**config.mk**
```make
export PLATFORM = sky130hd
export DESIGN_NAME = input_port_requester
export DESIGN_NICKNAME = d
export VERILOG_FILES = /design/src/rtl/input_port_requester.sv
export SDC_FILE = /design/constraint.sdc
export NUM_CORES = 1
export LEC_CHECK = 0
export ABC_AREA = 1
export CAP_MARGIN = 20
export CORE_MARGIN = 2
export CORE_UTILIZATION = 50
export DETAILED_ROUTE_END_ITERATION = 12
export PLACE_DENSITY = 0.84
export SYNTH_ARGS = -nofsm -noshare
export SYNTH_HDL_FRONTEND = slang
export SYNTH_SLANG_ARGS = --single-unit
```
**constraint.sdc**
```tcl
create_clock -name clk -period 4.65 [get_ports clk]
set_clock_uncertainty 0.1 [all_clocks]
set_input_delay 0.93 -clock clk [delete_from_list [all_inputs] [get_ports clk]]
set_output_delay 0.93 -clock clk [all_outputs]
set_load 0.02 [all_outputs]
```
**src/rtl/input_port_requester.sv**
```systemverilog
// Input-port requester for a 4-way round-robin output arbiter.
//
// Buffers incoming packets in a small FIFO, decodes the head packet's destination
// (top two bits) into a one-hot request, holds that request until a matching grant
// arrives, then pops the head and forwards it with a one-cycle out_valid pulse.
//
// Ports:
//   clk       rising-edge clock
//   rst_n     synchronous active-low reset
//   in_valid  upstream packet valid
//   in_ready  block can accept a packet this cycle (low while in reset)
//   in_data   upstream packet
//   req       registered one-hot request toward the arbiter
//   grant     one-hot grant from the arbiter
//   out_valid forwarded packet valid, one-cycle pulse per packet
//   out_data  forwarded packet, held until the next send
//   count     FIFO occupancy, 0..DEPTH
module input_port_requester #(
  parameter int unsigned DATA_W = 64,
  parameter int unsigned DEPTH  = 4,
  parameter int unsigned PTR_W  = 2
) (
  input  logic              clk,
  input  logic              rst_n,
  input  logic              in_valid,
  output logic              in_ready,
  input  logic [DATA_W-1:0] in_data,
  output logic [3:0]        req,
  input  logic [3:0]        grant,
  output logic              out_valid,
  output logic [DATA_W-1:0] out_data,
  output logic [PTR_W:0]    count
);

  localparam logic [PTR_W-1:0] PtrOne = 1;
  localparam logic [PTR_W:0]   CntOne = 1;

  typedef enum logic [1:0] {StIdle, StReq, StSend} state_e;

  state_e              state_q, state_d;
  logic [DATA_W-1:0]   mem_q [DEPTH];
  logic [PTR_W-1:0]    wr_ptr_q, rd_ptr_q;
  logic [PTR_W:0]      count_q, count_d;
  logic [3:0]          req_q, req_d;
  logic                out_valid_q, out_valid_d;
  logic [DATA_W-1:0]   out_data_q, out_data_d;

  logic                full, empty, push, pop;
  logic [DATA_W-1:0]   head;
  logic [1:0]          head_dest;
  logic [3:0]          head_onehot;

  // DEPTH is a power of two, so occupancy == DEPTH exactly when the MSB is set.
  assign full        = count_q[PTR_W];
  assign empty       = (count_q == '0);
  assign in_ready    = !full && rst_n;
  assign push        = in_valid && in_ready;
  assign head        = mem_q[rd_ptr_q];
  assign head_dest   = head[DATA_W-1 -: 2];
  assign head_onehot = 4'b0001 << head_dest;

  always_comb begin
    state_d     = state_q;
    req_d       = req_q;
    out_valid_d = 1'b0;
    out_data_d  = out_data_q;
    pop         = 1'b0;
    unique case (state_q)
      StIdle: begin
        req_d = 4'b0000;
        if (!empty) begin
          state_d = StReq;
          req_d   = head_onehot;
        end
      end
      StReq: begin
        // Grant bits outside the current request are ignored.
        if ((grant & req_q) != 4'b0000) begin
          state_d     = StSend;
          out_data_d  = head;
          out_valid_d = 1'b1;
          pop         = 1'b1;
          req_d       = 4'b0000;
        end
      end
      StSend: begin
        // req stays low for this cycle so the arbiter pointer can advance.
        if (!empty) begin
          state_d = StReq;
          req_d   = head_onehot;
        end else begin
          state_d = StIdle;
          req_d   = 4'b0000;
        end
      end
      default: begin
        state_d = StIdle;
        req_d   = 4'b0000;
      end
    endcase
  end

  always_comb begin
    count_d = count_q;
    unique case ({push, pop})
      2'b10:   count_d = count_q + CntOne;
      2'b01:   count_d = count_q - CntOne;
      default: count_d = count_q;
    endcase
  end

  always_ff @(posedge clk) begin
    if (!rst_n) begin
      state_q     <= StIdle;
      wr_ptr_q    <= '0;
      rd_ptr_q    <= '0;
      count_q     <= '0;
      req_q       <= 4'b0000;
      out_valid_q <= 1'b0;
      out_data_q  <= '0;
    end else begin
      state_q     <= state_d;
      count_q     <= count_d;
      req_q       <= req_d;
      out_valid_q <= out_valid_d;
      out_data_q  <= out_data_d;
      if (push) wr_ptr_q <= wr_ptr_q + PtrOne;
      if (pop)  rd_ptr_q <= rd_ptr_q + PtrOne;
    end
  end

  // Storage needs no reset: occupancy and pointers define what is valid.
  always_ff @(posedge clk) begin
    if (push) mem_q[wr_ptr_q] <= in_data;
  end

  assign req       = req_q;
  assign out_valid = out_valid_q;
  assign out_data  = out_data_q;
  assign count     = count_q;

endmodule

```
==> run metrics, run 1 <==
Routed Antenna Nets=0; reg2reg end=count[2]$_SDFFE_PN0P_; unrepaired setup endpoints after global routing=false; drt initial violations=617; WHS Path Cells=2; Primary FF master, synth=edfxtp_1; total global routing overflow=0; worst path required time=4940 ps; CP Max Fanout=55; Synth warnings=0; final worst path period share=67.6%; PwrDens=416 nW/µm²; postcts setup bufs=0; Buf/Inv on CP=3; Die Area=27,100 µm²; Final Non-Filler Cells=1,614; Critical Path AT=3430 ps; post-route setup TNS=0 ps; placed insts=1,551; count leader, synth=nor2_1; CTS Hold Buffers Added=0; Achievable Freq=318 MHz; peak supply drop=0.275 mV; vias in the first global route=8,063; most frequent CP cell=nand2_1; pre-CTS setup slack=1030 ps; 1st-pass router iterations=5; relative slew slack=34.1%; minimum clock period=3150 ps; critical-path cell list=clkdlybuf4s50_1, nand2_1, nand2_1, inv_2, nand2_1, nand2_4, inv_2, ha_1, fa_1, a21oi_1, o21ai_0, xor2_1, nor2_1; Die Span Y=165 µm; Netlist cell types=22; Max-cap violations=0; initial core utilization=51.0%; Worst Tran Pin Value=988 ps; Hold Startpoint=rd_ptr_q[1]$_SDFFE_PN0P_; Syn Area/Cell=11.4 µm²; CTS Buf Count=34; global router's overall resource usage=19.4%; port bufs=143; CTS tree=yes; core area=25,300 µm²; synth top area cells=edfxtp_1, dfxtp_1, nor2_1; post-CTS resize count=0; flops & latches, synth=336; wire per inst=16.3 µm; Leakage Power=0.00575 µW; largest net degree at the start of global routing=97; antenna violations before repair=2; total routed wirelength=26,300 µm; DP HPWL=14,800 µm; status=completed; Final Max Tran Viols=0; setup violators final=0; flop-to-flop setup slack=2060 ps; clock sinks=336; Final GP Congestion=0.768; CP top delay family=simple AND/OR/NAND/NOR gates; kind of critical path=in -> reg; Critical Path Max Stage Delay=450 ps; async set-reset flop share out of synthesis=0%; hold crit path type=reg -> reg; Final Core Density=62.0%; FF-to-FF path depth=12; fillers=1,896; Crit Reg-Reg Startpoint=req[2]$_SDFFE_PN0P_; Post-synth EDFFs=256; area leader, netlist=edfxtp_1; Setup crit end kind=register; root buf cell=clkbuf_16; area grow syn2layout=21.5%; final-stage net count=1,334; Clock Latency Late Sink=500 ps; H-tree levels=2; Core Rows=58; Setup crit start kind=input pin; DR DRC count=0; vias=8,331; clk slew on worst S/H paths=60 ps; syn nets=1,206; Commonest cells post-synth=nor2_1, edfxtp_1, nand2_1; first-pass GRT wire length=40,700 µm; cells after synthesis=1,129; Mapped Area=12,900 µm²; vias per inst=5.16; share of cells above drive strength 1=6.31%; final number of hold-violating endpoints=0; Die W=165 µm; Ports=144; Final WS setup=1500 ps; crit path max-delay cell type=clkdlybuf4s50_1; Synth top area share=59.7%; Longest Clk Path Bufs=3; Seq/Total Area, Yosys=72.1%
-- metrics by stage --
stage	total power (µW)	instance area, µm²	hold WS [ps]
after detailed placement	3740	14400	389
after CTS	6560	15700	397
after global routing	6710	15700	418
after floorplan	3580	12900	365
after global placement	3730	14400	375
final	6520	15700	394
-- area by class of cell --
| class | count | area (µm²) | area share (%) |
|---|---|---|---|
| clock inverters | 8 | 114 | 0.727 |
| diodes | 1 | 2.50 | 0.0160 |
| well taps | 330 | 413 | 2.64 |
| multi-input cells | 649 | 2910 | 18.6 |
| repair buffers | 157 | 1530 | 9.78 |
| inverters | 79 | 299 | 1.91 |
| flip-flops and latches | 336 | 9290 | 59.4 |
| clock buffers | 54 | 1090 | 6.98 |
-- layout by cell type, fill, tap and decap left out --
| cell | count |
|---|---|
| edfxtp_1 | 256 |
| dfxtp_1 | 78 |
| nand2_1 | 153 |
| clkbuf_1 | 9 |
| fa_1 | 1 |
| inv_1 | 72 |
| o22ai_1 | 62 |
| nand2_4 | 1 |
| nor3_1 | 1 |
| clkbuf_16 | 39 |
| xor2_1 | 3 |
| clkbuf_8 | 6 |
| dfxtp_4 | 1 |
| buf_4 | 14 |
| clkinv_1 | 2 |
| dfxtp_2 | 1 |
| nor2_4 | 5 |
| o21ai_1 | 59 |
| bufinv_16 | 3 |
| inv_2 | 6 |
| clkinv_2 | 2 |
| buf_2 | 1 |
| nand3_1 | 14 |
| diode_2 | 1 |
| nor2_1 | 263 |
| ha_1 | 5 |
| o21ai_0 | 72 |
| clkdlybuf4s50_1 | 142 |
| inv_4 | 2 |
| a21oi_1 | 10 |
-- layer usage --
metal  GRT usage (%)  wire length, µm
met4            6.28              529
met5               0                0
met1            23.8            10800
met3            3.69             1370
met2            34.5            13600
-- state kept, by name, indices dropped and copies added (netlist names), named ones only --
register,count
mem_q,256
out_data,64
req,4
count,3
rd_ptr_q,2
state_q,2
wr_ptr_q,2
out_valid,1
-- cell families (layout without fill, tap and decap cells) --
kind of cell             after synthesis  in the layout  share of synthesized area (%)
other                                  0              1                              0
XOR/XNOR                               3              3                          0.204
AO/OA/AOI/OAI                        203            203                           8.49
buffers and inverters                144            298                           5.63
AND/OR/NAND/NOR                      437            437                           13.0
adder cells (fa/ha/maj)                6              6                          0.641
flip-flops                           336            336                           72.1
-- power breakdown --
part / leakage, µW / internal, µW / switching (µW)
clock: 0.000592 / 1780 / 1060
combinational: 0.00219 / 141 / 202
sequential: 0.00297 / 3310 / 29.6
total: 0.00575 / 5230 / 1290
-- worst max path at each step --
| stage | from | endpoint | slack, ps | cells past startpoint |
|---|---|---|---|---|
| detailed placement | grant[2] | count[2]$_SDFFE_PN0P_ | 1030 | 12 |
| global route | grant[2] | count[2]$_SDFFE_PN0P_ | 1320 | 13 |
| finish | grant[2] | count[2]$_SDFFE_PN0P_ | 1500 | 13 |
| CTS | grant[2] | count[2]$_SDFFE_PN0P_ | 1500 | 13 |
| floorplan | rst_n | mem_q[0][0]$_DFFE_PP_ | -340 | 5 |
| global placement | grant[2] | count[2]$_SDFFE_PN0P_ | 1100 | 13 |
-- worst reg2reg max path, stage by stage, from the launching register on --
cell,delay (ps)
dfxtp_1,340
nand2_1,70
nand2_1,80
inv_2,50
nand2_1,90
nand2_4,450
inv_2,130
ha_1,270
fa_1,410
a21oi_1,170
o21ai_0,120
xor2_1,150
nor2_1,50
Power figures use the tool's default switching activity.
==> run 2: changes to the inputs <==
- CORE_UTILIZATION: 50 -> 56
- PLACE_DENSITY: 0.84 -> 0.88
- clock period: 4.65 -> 2.9 ns (I/O delays scaled with it)
==> run metrics, run 2 (synthesis gave the netlist of run 1 again) <==
status=completed; CP Max Fanout=11; setup violators final=0; total routed wirelength=27,400 µm; CTS Hold Buffers Added=0; metal3 WL=1570 µm; post-CTS resize count=0; total global routing overflow=0; Achievable Freq=437 MHz; kind of critical path=in -> out; Setup crit end kind=output port; DP HPWL=14,800 µm; 1st-pass router iterations=6; FF-to-FF path depth=12; Critical Path Max Stage Delay=610 ps; relative slew slack=42.0%; share of cells above drive strength 1=6.83%; vias=8,612; largest net degree at the start of global routing=131; hold crit path type=reg -> reg; post-route setup TNS=0 ps; Core Rows=55; peak supply drop=0.503 mV; Ports=144; Worst Tran Pin Value=870 ps; Max-cap violations=0; port bufs=143; Final GP Congestion=0.736; CTS Buf Count=35; Met1 Wirelength=11,200 µm; Routed Antenna Nets=0; commonest non-fill, non-tap cell in the layout=nor2_1; reg2reg end=count[2]$_SDFFE_PN0P_; Setup crit start kind=input pin; final-stage net count=1,339; Longest Clk Path Bufs=3; Setup crit end=in_ready; highest metal used=met4; wire per inst=17.4 µm; crit path max-delay cell type=clkdlybuf4s50_1; clock sinks=336; flop-to-flop setup slack=820 ps; H-tree levels=2; Die W=156 µm; Critical Path AT=1610 ps; area grow syn2layout=22.1%; Die Area=24,200 µm²; PwrDens=668 nW/µm²; CTS tree=yes; commonest non-fill, non-tap cells in the layout=nor2_1, edfxtp_1, nand2_1; routed wire length on met2=13,800 µm; global router's overall resource usage=22.7%; final number of hold-violating endpoints=0; Largest Register=mem_q; antenna violations before repair=0; Largest register FFs=256; core area=22,600 µm²; n_diodes=0; unrepaired setup endpoints after global routing=false; Leakage Power=0.00579 µW; WHS Path Cells=2; minimum clock period=2290 ps; drt initial violations=693; final worst path period share=79.0%; postcts setup bufs=0; root buf cell=clkbuf_16; CP Launch Point=rst_n; clk slew on worst S/H paths=60 ps; vias per inst=5.47; Final Max Tran Viols=0; Crit Reg-Reg Startpoint=req[1]$_SDFFE_PN0P_; Final Core Density=69.5%; Die Span Y=156 µm; critical-path cell list=buf_2, inv_2, nor2_2, clkdlybuf4s50_1; Clock Latency Late Sink=500 ps; first-pass GRT wire length=42,900 µm; initial core utilization=56.9%; vias in the first global route=8,530; worst path required time=2220 ps; DR DRC count=0
-- run 2: per-layer routing --
layer | global-route usage, % | vias up
li1 | - | 4107
met1 | 29.1 | 4111
met2 | 38.9 | 333
met3 | 3.47 | 61
met4 | 9.61 | 0
met5 | 0 | -
-- run 2: metrics by stage --
stage | setup slack [ps] | hold WS (ps) | std cells | instance area [µm²] | total power, µW
final | 609 | 405 | 1573 | 15700 | 10500
after CTS | 595 | 399 | 1573 | 15700 | 10600
after global routing | 511 | 422 | 1573 | 15700 | 10800
after global placement | 273 | 371 | 1510 | 14500 | 5990
after detailed placement | 183 | 398 | 1510 | 14500 | 6020
after floorplan | 151 | 365 | 1129 | 12900 | 5740
-- run 2: critical path, delay by kind of cell --
family,cells,cell delay [ps]
simple gates,1,130
buf+inv,3,900
-- run 2: layout make-up --
cell class,instances,area [µm²]
timing repair buffer,161,1670
tap,285,357
multi-input combinational,649,2910
fill,1467,6910
clock buffer,46,980
clock inverter,17,213
inverter,79,299
sequential,336,9290
-- run 2: worst min path at each step --
stage	from	endpoint	slack [ps]
floorplan	rd_ptr_q[1]$_SDFFE_PN0P_	register	360
global placement	rd_ptr_q[1]$_SDFFE_PN0P_	register	370
detailed placement	req[3]$_SDFFE_PN0P_	req[3]$_SDFFE_PN0P_	400
CTS	rst_n	state_q[0]$_SDFFE_PN0P_	400
global route	req[3]$_SDFFE_PN0P_	req[3]$_SDFFE_PN0P_	420
finish	req[3]$_SDFFE_PN0P_	req[3]$_SDFFE_PN0P_	400
-- run 2: power breakdown --
part / leakage [µW] / internal (µW) / switching, µW
sequential: 0.00297 / 5300 / 43.4
clock: 0.000576 / 2830 / 1760
combinational: 0.00224 / 237 / 337
